`config.mk`:
```
export PLATFORM = sky130hd
export DESIGN_NAME = chunked_seq_adder
export DESIGN_NICKNAME = d
export VERILOG_FILES = /design/src/rtl/chunked_seq_adder.sv
export SDC_FILE = /design/constraint.sdc
export NUM_CORES = 1
export LEC_CHECK = 0
export BUFFER_PORTS_ARGS = -buffer_cell sky130_fd_sc_hd__buf_4
export CORE_AREA = 2 2 103 105
export DETAILED_ROUTE_END_ITERATION = 10
export DIE_AREA = 0 0 105 107
export PLACE_DENSITY_LB_ADDON = 0.05
export SYNTH_ARGS = -nofsm -noshare
export SYNTH_HDL_FRONTEND = slang
export SYNTH_SLANG_ARGS = --single-unit
export TNS_END_PERCENT = 30
```
`constraint.sdc`:
```
create_clock -name clk -period 3.5 [get_ports clk]
set_input_delay 0.875 -clock clk [delete_from_list [all_inputs] [get_ports clk]]
set_output_delay 0.875 -clock clk [all_outputs]
set_load 0.03 [all_outputs]
```
`src/rtl/chunked_seq_adder.sv`:
```
// Multi-cycle add/subtract unit: WIDTH-bit operands are summed CHUNK bits per
// clock, least significant chunk first, with a start/busy/done handshake.
// CHUNK must divide WIDTH exactly.
//
// state   | meaning
// --------+-----------------------------------------------------------------
// ST_IDLE | waiting for start; s/cout/ovf hold the last result
// ST_RUN  | one chunk added per clock, carry rippled through carry_reg
// ST_DONE | result valid, done pulses for this single cycle
module chunked_seq_adder #(
    parameter int WIDTH = 32,
    parameter int CHUNK = 8
) (
    input  logic             clk,
    input  logic             rst,
    input  logic             start,
    input  logic             sub,
    input  logic             cin,
    input  logic [WIDTH-1:0] x,
    input  logic [WIDTH-1:0] y,
    output logic             busy,
    output logic             done,
    output logic [WIDTH-1:0] s,
    output logic             cout,
    output logic             ovf
);

    localparam int NCHUNK = WIDTH / CHUNK;
    localparam int IDX_W  = (NCHUNK > 1) ? $clog2(NCHUNK) : 1;
    localparam logic [IDX_W-1:0] LAST_IDX = IDX_W'(NCHUNK - 1);

    typedef enum logic [1:0] {
        ST_IDLE,
        ST_RUN,
        ST_DONE
    } state_t;

    state_t           state;
    logic [WIDTH-1:0] a_reg;
    logic [WIDTH-1:0] b_reg;
    logic             carry_reg;
    logic [IDX_W-1:0] idx;

    logic [CHUNK-1:0] a_chunk;
    logic [CHUNK-1:0] b_chunk;
    logic [CHUNK:0]   sum_ext;
    logic             carry_next;
    logic             msb_carry_in;
    logic [WIDTH-1:0] s_next;

    // Select the operand chunks addressed by idx (constant slices keep the
    // index arithmetic out of the datapath).
    always_comb begin
        a_chunk = '0;
        b_chunk = '0;
        for (int k = 0; k < NCHUNK; k++) begin
            if (idx == IDX_W'(k)) begin
                a_chunk = a_reg[k*CHUNK +: CHUNK];
                b_chunk = b_reg[k*CHUNK +: CHUNK];
            end
        end
    end

    // One chunk of the ripple: CHUNK-bit sum plus carry out.
    assign sum_ext    = {1'b0, a_chunk} + {1'b0, b_chunk} + {{CHUNK{1'b0}}, carry_reg};
    assign carry_next = sum_ext[CHUNK];

    // Carry into the top bit recovered from sum = a ^ b ^ carry_in at that bit,
    // which also covers CHUNK = 1 without a separate low-part adder.
    assign msb_carry_in = sum_ext[CHUNK-1] ^ a_chunk[CHUNK-1] ^ b_chunk[CHUNK-1];

    // Merge the freshly computed chunk into the result word.
    always_comb begin
        s_next = s;
        for (int k = 0; k < NCHUNK; k++) begin
            if (idx == IDX_W'(k)) begin
                s_next[k*CHUNK +: CHUNK] = sum_ext[CHUNK-1:0];
            end
        end
    end

    // Sequencer: accept in IDLE, ripple chunks in RUN, pulse done in DONE.
    always_ff @(posedge clk) begin
        if (rst) begin
            state     <= ST_IDLE;
            a_reg     <= '0;
            b_reg     <= '0;
            carry_reg <= 1'b0;
            idx       <= '0;
            busy      <= 1'b0;
            done      <= 1'b0;
            s         <= '0;
            cout      <= 1'b0;
            ovf       <= 1'b0;
        end else begin
            case (state)
                ST_IDLE: begin
                    done <= 1'b0;
                    if (start) begin
                        a_reg     <= x;
                        b_reg     <= sub ? ~y : y;
                        carry_reg <= sub ? 1'b1 : cin;
                        idx       <= '0;
                        busy      <= 1'b1;
                        state     <= ST_RUN;
                    end
                end
                ST_RUN: begin
                    s         <= s_next;
                    carry_reg <= carry_next;
                    idx       <= idx + 1'b1;
                    if (idx == LAST_IDX) begin
                        cout  <= carry_next;
                        ovf   <= carry_next ^ msb_carry_in;
                        busy  <= 1'b0;
                        done  <= 1'b1;
                        state <= ST_DONE;
                    end
                end
                ST_DONE: begin
                    done  <= 1'b0;
                    state <= ST_IDLE;
                end
                default: begin
                    busy  <= 1'b0;
                    done  <= 1'b0;
                    state <= ST_IDLE;
                end
            endcase
        end
    end

endmodule

```
==> impl_metrics.yaml <==
outcome:
  status: "finished clean"
route:
  drc: 0
  wire_per_inst_um: 14.31
  viasPerCell: 5.199
  num_vias: 4393
  ant_nets: 0
  wirelength_um: 12090
  firstDrtPassIters: 4
  drt_iter0_drc: 165
worst_setup_path:
  path_class: "flip-flop to flip-flop"
  cp_cell_sequence: "inv_1 -> ha_4 -> nand2_1 -> nor2_1 -> a21oi_1 -> o21ai_0 -> mux2i_1 -> fa_1 -> inv_1 -> fa_2 -> a211oi_2 -> o21ai_1 -> a31oi_1 -> xnor3_1 -> and4_4 -> nor4_2"
  cp.arrival_ns: 3.55
  crit_family: "compound AO/OA/AOI/OAI gates"
  cpMostUsedCell: "inv_1"
  crit_required_ns: 3.78
  cp_slowest_cell: "dfxtp_2"
  cp-start-kind: "flip-flop"
  cpPeakStageDelay_ns: 0.39
  cp_num_buf_inv: 2
  critPathCaptureType: "flip-flop"
  critical_path_peak_fanout: 8
timing:
  drv_slew: 0
  fin_hold_ws_ns: 0.4590
  slew-limit-headroom_pct: 17.37
  fin_crit_ns: 3.274
  hold_violations: 0
  setup_viol: 0
  clock.fmax_mhz: 305.4
  worst_pin_slew_ns: 1.239
  skew_ns: 0.01120
  fin_crit_sh_pct: 93.55
job:
  max_cap_violations: 0
pwr:
  peakVddDrop_mv: 0.2585
  p_total_mw: 2.489
  leakagePower_nw: 2.377
  p_per_area_nw_per_um2: 417.9
global_routing:
  overflow: 0
  grt_use_met1_pct: 27.69
  busiest_layer: "met2"
  grtUsageMet2_pct: 37.62
  grt_max_degree: 59
  grtUsageMet3_pct: 3.708
  grt_usage_pct: 21.90
  grt_pass1_wl_um: 19640
  antenna_found_initial: 0
  grt_pass1_vias: 4090
yosys:
  synth_mux_area_share_pct: 0.8220
  synth_top_area_cell: "dfxtp_1"
  synthCells: 624
  post_synth_and_or_nand_nor_area_fraction_pct: 20.63
  yosys_warnings: 0
  ys_types: 39
  yosys-top-cells-count: "nand2_1, dfxtp_1, nor2_1"
  synth-compound-area-share_pct: 20.78
  synth_edf_count: 0
  yosysTopAreaCellShare_pct: 43.15
  ys_seq_area_share_pct: 43.15
  synthFlopType: "dfxtp_1"
  synth_area_leaders: "dfxtp_1, nand2_1, a21oi_1, nor2_1, a211oi_1"
  synth_top_family_by_area: "compound AO/OA/AOI/OAI gates"
  syn_avg_cell_area_um2: 7.806
  synth_xor_area_share_pct: 6.756
  synth_fa_ha_area_share_pct: 3.648
  ys_ff_latch: 105
  synth_area_um2: 4871
  async_flop_share_pct: 0
  synth.most_common_cell: "nand2_1"
  syn_nets: 706
die:
  die_w_um: 105
  ioPinCount: 105
  die_area_um2: 11240
  initial_core_util_pct: 48.26
  die_h_um: 107
  rows: 37
  core_um2: 10090
place:
  hpwlAfterDp_um: 9125
  finalWeightedCongestion: 0.8627
  io_buffers: 104
final_layout:
  antennaDiodeCount: 0
  area_growth_pct: 22.25
  final_net_count: 786
  layout-drive-gt1-share_pct: 20.31
  post-route-util_pct: 59.00
  fillers: 989
clocking:
  tritoncts: "done"
  clk_latency_ns: 0.37
  numCtsBuffers: 9
  h-tree-depth: 3
  path_clk_slew_ns: 0.10
  cts_buffer_depth: 2
  clkSinkCount: 105
  clock-root-buffer: "clkbuf_8"
min_path:
  hold_path_class: "flip-flop to flip-flop"
-- tightest hold or removal path: stages (launching register included) --
cell and delay [ns]:
dfxtp_1 0.32, nand2_1 0.05, a21oi_1 0.05
-- metal layers --
layer | vias to the layer above | share of wire, % | wire, um
li1 | 2268 | - | -
met1 | 1997 | 45 | 5412
met2 | 110 | 49 | 5873
met3 | 18 | 4.6 | 561
met4 | 0 | 2.0 | 243
met5 | - | 0 | 0
-- cell usage in the layout, fill, tap and decap left out, types with 5 or more instances in the layout --
cell type,netlist,routed
ha_1,11,8
nand3_1,8,8
nand2_1,123,123
clkbuf_8,0,10
inv_1,5,5
nand3b_1,6,6
nand2b_1,6,6
nor2_1,89,89
xnor2_1,33,33
o21ai_0,19,19
a211oi_1,43,43
a21oi_1,86,86
dfxtp_1,105,103
buf_4,0,116
-- through the flow --
stage               instance area [um^2]  std cells   TNS, ns  setup slack, ns
finish                              5954        845         0           0.2259
global route                        5954        845  -0.02845         -0.02845
CTS                                 5916        845         0          0.07164
detailed placement                  5737        829         0           0.1006
global placement                    5737        829         0           0.2516
floorplan                           4872        624         0          0.03737
-- final timing paths --
| check | startpoint | to | slack [ns] | cells past startpoint |
|---|---|---|---|---|
| max | idx[0] | ovf | 0.23 | 16 |
| min | s[9] | s[9] | 0.46 | 2 |
| max reg2reg | idx[0] | ovf | 0.23 | 16 |
| min reg2reg | s[9] | s[9] | 0.46 | 2 |
-- power by group --
part	internal (mW)	switching [mW]	leakage (nW)	total, mW
combinational	0.208	0.273	1.43	0.481
clock	0.283	0.416	0.0863	0.699
sequential	1.26	0.0468	0.861	1.31
-- area by class of cell --
class / instances / area [um^2] / area share (%)
Clock inverter: 5 / 37.54 / 0.6304
Timing Repair Buffer: 116 / 870.8 / 14.62
Multi-Input combinational cell: 466 / 2608 / 43.79
Tap cell: 136 / 170.2 / 2.858
Clock buffer: 11 / 141.4 / 2.374
Sequential cell: 105 / 2105 / 35.34
Inverter: 6 / 22.52 / 0.3782
-- kinds of logic (layout without fill, tap and decap cells) --
family                   after synthesis  count (layout)
AO/OA/AOI/OAI                        168             168
buffers and inverters                 53             138
adder cells (fa/ha/maj)               13              13
AND/OR/NAND/NOR                      245             245
XOR/XNOR                              36              36
multiplexers                           4               4
flip-flops                           105             105
-- timing repair --
| item | CTS | global route |
|---|---|---|
| buffers inserted | 0 | 0 |
| setup endpoints to repair | 0 | 8 |
| resized for setup | 0 | 9 |
| hold buffers | 0 | 0 |
| hold endpoints to repair | 0 | 0 |
No activity file was read; power rests on OpenSTA's default activity.
